**src/rtl/serial_adder.sv**
```systemverilog
// serial_adder
//   Bit-serial unsigned adder. Two WIDTH-bit operands are added one bit per
//   clock, LSB first, through a single full-adder cell with a registered
//   carry. A start/busy/done handshake frames each operation. The result
//   registers hold the previous sum until the next operation completes.
//
// Ports
//   clk        rising-edge clock
//   rst        synchronous, active-high reset (highest priority)
//   start      request, sampled only while idle
//   a, b       operands, captured on the accepted start edge
//   busy       high while bits are being added
//   done       one-cycle pulse, sum/carry_out valid
//   sum        registered (a+b) mod 2^WIDTH
//   carry_out  registered carry out of bit WIDTH-1
module serial_adder #(
  parameter int WIDTH = 8
) (
  input  logic             clk,
  input  logic             rst,
  input  logic             start,
  input  logic [WIDTH-1:0] a,
  input  logic [WIDTH-1:0] b,
  output logic             busy,
  output logic             done,
  output logic [WIDTH-1:0] sum,
  output logic             carry_out
);

  localparam int CW = $clog2(WIDTH + 1);

  typedef enum logic [1:0] {
    IDLE = 2'd0,
    RUN  = 2'd1,
    DONE = 2'd2
  } state_t;

  state_t           state;
  state_t           state_next;
  logic [WIDTH-1:0] shift_a;
  logic [WIDTH-1:0] shift_b;
  logic [WIDTH-1:0] acc;
  logic [WIDTH-1:0] acc_next;
  logic             carry;
  logic [CW-1:0]    cnt;
  logic             fa_s;
  logic             fa_c;
  logic             last;

  // Returns {carry, sum} of a single-bit full adder.
  function automatic logic [1:0] full_add(input logic x, input logic y, input logic cin);
    return {(x & y) | (x & cin) | (y & cin), x ^ y ^ cin};
  endfunction

  assign {fa_c, fa_s} = full_add(shift_a[0], shift_b[0], carry);
  assign last         = (cnt == CW'(WIDTH - 1));

  // The accumulator shifts right with the new sum bit entering at the MSB,
  // so after WIDTH steps bit 0 of the result has reached position 0. The
  // shift form stays legal for WIDTH=1, where acc_next is just fa_s.
  assign acc_next = (acc >> 1) | (WIDTH'(fa_s) << (WIDTH - 1));

  always_ff @(posedge clk) begin
    if (rst) state <= IDLE;
    else     state <= state_next;
  end

  always_comb begin
    state_next = state;
    busy       = 1'b0;
    done       = 1'b0;
    case (state)
      IDLE: if (start) state_next = RUN;
      RUN: begin
        busy = 1'b1;
        if (last) state_next = DONE;
      end
      DONE: begin
        done       = 1'b1;
        state_next = IDLE;
      end
      default: state_next = IDLE;
    endcase
  end

  // Operand capture, bit-serial add step and result update.
  always_ff @(posedge clk) begin
    if (rst) begin
      shift_a   <= '0;
      shift_b   <= '0;
      acc       <= '0;
      carry     <= 1'b0;
      cnt       <= '0;
      sum       <= '0;
      carry_out <= 1'b0;
    end else begin
      case (state)
        IDLE: begin
          if (start) begin
            shift_a <= a;
            shift_b <= b;
            acc     <= '0;
            carry   <= 1'b0;
            cnt     <= '0;
          end
        end
        RUN: begin
          shift_a <= shift_a >> 1;
          shift_b <= shift_b >> 1;
          acc     <= acc_next;
          carry   <= fa_c;
          cnt     <= cnt + CW'(1);
          if (last) begin
            sum       <= acc_next;
            carry_out <= fa_c;
          end
        end
        default: ;
      endcase
    end
  end

endmodule

```
**config.mk**
```make
export PLATFORM = sky130hd
export DESIGN_NAME = serial_adder
export DESIGN_NICKNAME = d
export VERILOG_FILES = /design/src/rtl/serial_adder.sv
export SDC_FILE = /design/constraint.sdc
export NUM_CORES = 1
export LEC_CHECK = 0
export BUFFER_PORTS_ARGS = -buffer_cell sky130_fd_sc_hd__buf_2
export CAP_MARGIN = 20
export CORE_UTILIZATION = 35
export CTS_CLUSTER_SIZE = 30
export DETAILED_ROUTE_END_ITERATION = 7
export GPL_ROUTABILITY_DRIVEN = 0
export GPL_TIMING_DRIVEN = 0
export PLACE_DENSITY = 0.51
export SYNTH_ARGS = -nofsm -noshare
export SYNTH_HDL_FRONTEND = slang
export SYNTH_SLANG_ARGS = --single-unit
```
**constraint.sdc**
```tcl
create_clock -name clk -period 2 [get_ports clk]
set_input_delay 0.2 -clock clk [delete_from_list [all_inputs] [get_ports clk]]
set_output_delay 0.2 -clock clk [all_outputs]
set_load 0.01 [all_outputs]
```
==> results of run 1 <==
==> cell families after synthesis <==
| kind of cell | count (synthesis) | share of synthesized area |
|---|---|---|
| AND/OR/NAND/NOR | 77 | 0.224 |
| buffers and inverters | 27 | 0.0793 |
| adder cells (fa/ha/maj) | 2 | 0.0181 |
| flip-flops | 39 | 0.434 |
| AO/OA/AOI/OAI | 66 | 0.245 |
==> through the flow <==
| stage | instance area (um^2) | worst slack, ps | std cells | total power [uW] |
|---|---|---|---|---|
| floorplan | 1800 | 745 | 211 | 987 |
| global placement | 2030 | 508 | 307 | 1040 |
| detailed placement | 2030 | 546 | 307 | 1040 |
| CTS | 2150 | 210 | 315 | 1730 |
| global route | 2150 | 78.9 | 315 | 1780 |
| finish | 2150 | 223 | 315 | 1710 |
==> power breakdown <==
group	internal [uW]	switching, uW	total (uW)
sequential	810	26.7	837
combinational	89.7	99.5	189
clock	404	283	687
==> layout by cell type, fill, tap and decap left out, drive strengths merged, types with 7 or more instances in the layout <==
| cell type | instances |
|---|---|
| o31ai | 9 |
| nand3 | 11 |
| o221a | 7 |
| a21oi | 33 |
| nor3 | 8 |
| nor2 | 31 |
| or3b | 7 |
| a22oi | 9 |
| buf | 41 |
| dfxtp | 39 |
| clkbuf | 13 |
| inv | 8 |
==> layer usage <==
metal  GRT usage  routed length [um]
met1       0.244                2240
met2       0.223                1650
met3      0.0384                 132
met4      0.0641                  65
met5           0                   0
==> state kept, by name, summed over array words and instances (netlist names) <==
register and cells:
shift_a 8, shift_b 8, carry 1, cnt 4, acc 7, state 2, carry_out 1, sum 8
==> area by class of cell <==
class,instances,area [um^2]
repair buffers,29,145
multi-input cells,145,876
clock inverters,2,35.0
fillers,503,2700
well taps,67,83.8
plain buffers,19,113
inverters,8,30.0
flip-flops and latches,39,781
clock buffers,6,82.6
==> final timing paths <==
path	end	slack (ps)	depth (start not counted)	startpoint
setup / recovery	done	220	4	state[0]$_SDFFE_PP0P_
hold reg to reg	sum[1]$_SDFFE_PP0P_	470	2	sum[1]$_SDFFE_PP0P_
setup reg to reg	sum[0]$_SDFFE_PP0P_	520	5	cnt[0]$_SDFFE_PP0P_
hold / removal	shift_a[7]$_SDFFE_PP0P_	180	3	a[7]
==> worst max-delay path, stage by stage, from the launching register on <==
cell and delay [ps]:
sky130_fd_sc_hd__dfxtp_1 540, sky130_fd_sc_hd__clkbuf_2 280, sky130_fd_sc_hd__buf_2 260, sky130_fd_sc_hd__nor2b_1 60, sky130_fd_sc_hd__buf_2 140
==> results.yml, run 1 <==
logic_synthesis:
  yosysSeqAreaShare: 0.434
  edff_count_synth: 0
  async_set_or_reset_flop_fraction_in_the_synthesized_netlist: 0
  syn-cell-area_um2: 1800
  synth.cells.most_frequent: "sky130_fd_sc_hd__dfxtp_1 (39), sky130_fd_sc_hd__a21oi_1 (33), sky130_fd_sc_hd__nor2_1 (31)"
  leading_register_cell_type_out_of_synthesis: "sky130_fd_sc_hd__dfxtp_1"
  synth_top_area_share: 0.434
  synth.area.top_cells: "sky130_fd_sc_hd__dfxtp_1 (43%), sky130_fd_sc_hd__a21oi_1 (9.2%), sky130_fd_sc_hd__nor2_1 (6.5%), sky130_fd_sc_hd__o221a_2 (4.4%), sky130_fd_sc_hd__a22oi_1 (3.8%)"
  nets_in_the_synthesized_netlist: 232
  synth_seq_cells: 39
  yosys.area.top_type: "sky130_fd_sc_hd__dfxtp_1"
  netlist_instances: 211
  synth.most_common_cell: "sky130_fd_sc_hd__dfxtp_1"
  synth.avg_cell_area_um2: 8.53
  number_of_warning_messages_in_the_yosys_log: 0
  synth.distinct_cells: 31
timing:
  final_skew_ps: 6.08
  hold_violations: 0
  period_needed_ps: 1780
  slew_headroom: 0.649
  maximum_achievable_frequency_ghz: 0.563
  timing.hold.ws_ps: 180
  finalMaxSlewViolations: 0
  final.setup.tns_ps: 0
  setup_viol_count_final: 0
  fin_crit_sh: 0.889
  setup_repair_after_global_routing_missed_its_margin: "false"
  tightest_slew_ps: 527
critical_path:
  crit_required_ps: 1800
  critPathCaptureType: "output port"
  worst_setup_path_start_kind: "flip-flop"
  worst_ep_arrival_time_ps: 1580
  path_max_fanout: 10
  crit_type: "flip-flop to output port"
drt:
  drc: 0
  drt-pass1-iter-count: 4
  route.detailed.vias_per_inst: 5.01
  postRouteAntennaNets: 0
  routed_wl_um: 4090
  avgRoutedWirePerCell_um: 13.0
  num_vias: 1579
  drtIter0Drc: 73
global_route:
  grt_antenna_before_repair: 0
  vias_in_the_first_global_route: 1411
  grt_overflow_total: 0
  grt_pass1_wl_um: 6760
  grt_start_max_net_pins: 13
  gr-usage-all-layers: 0.164
clock_tree:
  postCtsResizedCells: 0
  clkSinkCount: 39
  max-clock-path-buffers: 2
  post_cts_hold_buffer_count: 0
  clk_pin_slew_worst_paths_ps: 80
  root_buffer_cell: "sky130_fd_sc_hd__clkbuf_8"
  htree_levels: 2
  cts_setup_buffers: 0
  tritoncts: "yes"
  cts_made_buffers: 5
  clock_insertion_delay_worst_skew_ps: 290
outcome:
  run_status: "finished clean"
power:
  powerDensity_nw_per_um2: 798
  max-vdd-ir-drop_mv: 0.381
  leakage_uw: 0.000884
die:
  dieWidth_um: 73.7
  die_y_um: 73.7
  die_area_um2: 5430
  initial_core_util: 0.371
  coreArea_um2: 4850
  floorplan.io_pins: 30
  rows: 25
job:
  drv.max_cap_violation_count: 0
cells_and_area:
  finalCoreUtilization: 0.443
  insertedDiodeCount: 0
  final_layout_size_suffix_gt1_frac: 0.270
  design.final.nets: 268
  synthToLayoutAreaGrowth_pct: 19.3
placement:
  count_of_buffers_from_port_buffering: 29
  hpwl_after_detailed_placement_um: 2810
worst_hold_path:
  min-delay-path-class: "input pin to flip-flop"
Power figures use the tool's default switching activity.
==> run 2, diff against run 1 <==
--- a/config.mk
+++ b/config.mk
@@ -12,7 +12,8 @@
 export DETAILED_ROUTE_END_ITERATION = 7
 export GPL_ROUTABILITY_DRIVEN = 0
 export GPL_TIMING_DRIVEN = 0
-export PLACE_DENSITY = 0.51
+export PLACE_DENSITY = 0.53
+export REMOVE_ABC_BUFFERS = 1
 export SYNTH_ARGS = -nofsm -noshare
 export SYNTH_HDL_FRONTEND = slang
 export SYNTH_SLANG_ARGS = --single-unit
==> constraint.sdc (replaced) <==
create_clock -name clk -period 1.45 [get_ports clk]
set_input_delay 0.145 -clock clk [delete_from_list [all_inputs] [get_ports clk]]
set_output_delay 0.145 -clock clk [all_outputs]
set_load 0.01 [all_outputs]
==> run 2 against run 1 <==
  * Setup slack got worse by 120 ps
  * Cell area fell by 1.4%
  * Total power rose by 28%
  * Routed wire length rose by 1.4%
  * Sequential share of layout area is 0.87 points higher
  * Core utilization decreased by 0.62 points
  * First-iteration DRC count grew 14%
  * Combinational power rose by 29%
  * Non-clock buffer count down 11
  * Sequential power grew 39%
  * Worst hold slack worse by 40 ps
  * Largest power group unchanged
  * Clock skew is 4.2 ps lower
==> results.yml, run 2 (synthesis gave the netlist of run 1 again) <==
cells_and_area:
  layout_top_registers: "shift_a (8), shift_b (8), sum (8)"
  final_common_cell: "sky130_fd_sc_hd__dfxtp_1"
  layoutNonFillerInstCount: 306
  layout.cells.most_common_list: "sky130_fd_sc_hd__dfxtp_1 (37), sky130_fd_sc_hd__a21oi_1 (33), sky130_fd_sc_hd__nor2_1 (31)"
  synthToLayoutAreaGrowth_pct: 17.6
  insertedDiodeCount: 0
  design.final.nets: 259
  finalCoreUtilization: 0.436
  final_layout_size_suffix_gt1_frac: 0.293
  nFillCells: 514
timing:
  final_skew_ps: 1.86
  setup_repair_after_global_routing_missed_its_margin: "true"
  maximum_achievable_frequency_ghz: 0.744
  finalWorstSetupSlack_ps: 105
  setup_viol_count_final: 0
  timing.hold.ws_ps: 140
  fin_crit_sh: 0.927
  finalMaxSlewViolations: 0
  slew_headroom: 0.520
  hold_violations: 0
  period_needed_ps: 1340
  tightest_slew_ps: 721
global_route:
  grt_overflow_total: 0
  vias_in_the_first_global_route: 1376
  grt_pass1_wl_um: 6900
  gr-usage-all-layers: 0.170
  grt_antenna_before_repair: 0
  grt_start_max_net_pins: 41
drt:
  drc: 0
  drt-pass1-iter-count: 4
  drtIter0Drc: 83
  num_vias: 1550
  postRouteAntennaNets: 0
  avgRoutedWirePerCell_um: 13.6
  routed_wl_um: 4150
  route.detailed.vias_per_inst: 5.07
clock_tree:
  root_buffer_cell: "sky130_fd_sc_hd__clkbuf_8"
  clock_insertion_delay_worst_skew_ps: 280
  clkSinkCount: 39
  htree_levels: 2
  post_cts_hold_buffer_count: 0
  tritoncts: "yes"
  clk_pin_slew_worst_paths_ps: 70
  cts_made_buffers: 5
  max-clock-path-buffers: 2
placement:
  post-place-ws_ps: -828
  hpwl_after_detailed_placement_um: 2310
  dp_cells: 288
  count_of_buffers_from_port_buffering: 29
die:
  floorplan.io_pins: 30
  die_y_um: 73.7
  rows: 25
  die_area_um2: 5430
  dieWidth_um: 73.7
  initial_core_util: 0.371
  coreArea_um2: 4850
critical_path:
  worst_ep_arrival_time_ps: 1200
  crit_required_ps: 1310
  path_max_fanout: 29
  r2r_setup_slack_ps: 110
  critPathCaptureType: "output port"
  worst_setup_path_start_kind: "flip-flop"
  crit_type: "flip-flop to output port"
power:
  powerDensity_nw_per_um2: 1040
  leakage_uw: 0.000847
  max-vdd-ir-drop_mv: 0.409
worst_hold_path:
  min-delay-path-class: "input pin to flip-flop"
outcome:
  run_status: "finished clean"
job:
  drv.max_cap_violation_count: 0
## run 2: cell types whose count changed in the layout (fill, tap and decap cells not counted), moves of 2 or more
cell | previous run | this run
sky130_fd_sc_hd__buf_6 | 4 | 0
sky130_fd_sc_hd__buf_2 | 37 | 29
sky130_fd_sc_hd__clkbuf_1 | 6 | 1
sky130_fd_sc_hd__dfxtp_1 | 39 | 37
sky130_fd_sc_hd__buf_4 | 0 | 8
sky130_fd_sc_hd__clkinvlp_4 | 0 | 2
sky130_fd_sc_hd__dfxtp_4 | 0 | 2
## run 2: worst paths after layout
kind | start | endpoint | cells past startpoint
max reg2reg | state[0]$_SDFFE_PP0P_ | carry_out$_SDFFE_PP0P_ | 4
min | b[7] | shift_b[7]$_SDFFE_PP0P_ | 3
max | state[0]$_SDFFE_PP0P_ | busy | 3
min reg2reg | sum[6]$_SDFFE_PP0P_ | sum[6]$_SDFFE_PP0P_ | 2
## run 2: timing repair
| item | CTS | global route |
|---|---|---|
| setup endpoints to repair | 41 | 11 |
| setup buffers | 4 | 4 |
| gates resized for setup | 7 | 3 |
| cloned | 2 | 0 |
## run 2: through the flow
step                cell area (um^2)  TNS (ps)  power, uW
finish                          2120         0       2200
global route                    2120     -7.39       2320
CTS                             2080         0       2230
detailed placement              1920    -20190       1410
global placement                1920    -19320       1410
floorplan                       1690     -4580       1320
## run 2: layout make-up
type / count / area, um^2 / share of cell area
clock buffer: 8 / 100 / 0.0473
inverter: 8 / 33.8 / 0.0160
multi-input combinational: 146 / 897 / 0.424
sequential: 39 / 788 / 0.373
tap: 67 / 83.8 / 0.0396
timing repair buffer: 37 / 205 / 0.0970
timing repair inverter: 1 / 7.51 / 0.00355
## run 2: metal layers
layer,wire length [um],GRT usage,vias to the layer above
li1,-,-,807
met1,2170,0.237,725
met2,1860,0.247,16
met3,76,0.0466,2
met4,34,0.0662,0
met5,0,0,-
## run 2: worst max-delay path, stage by stage (launching register included)
cell and delay (ps):
sky130_fd_sc_hd__dfxtp_4 530, sky130_fd_sc_hd__nand2b_4 130, sky130_fd_sc_hd__clkinvlp_4 120, sky130_fd_sc_hd__buf_2 130
## run 2: power breakdown
group | switching (uW) | internal, uW
sequential | 45.2 | 1120
combinational | 130 | 112
clock | 362 | 434
total | 538 | 1660
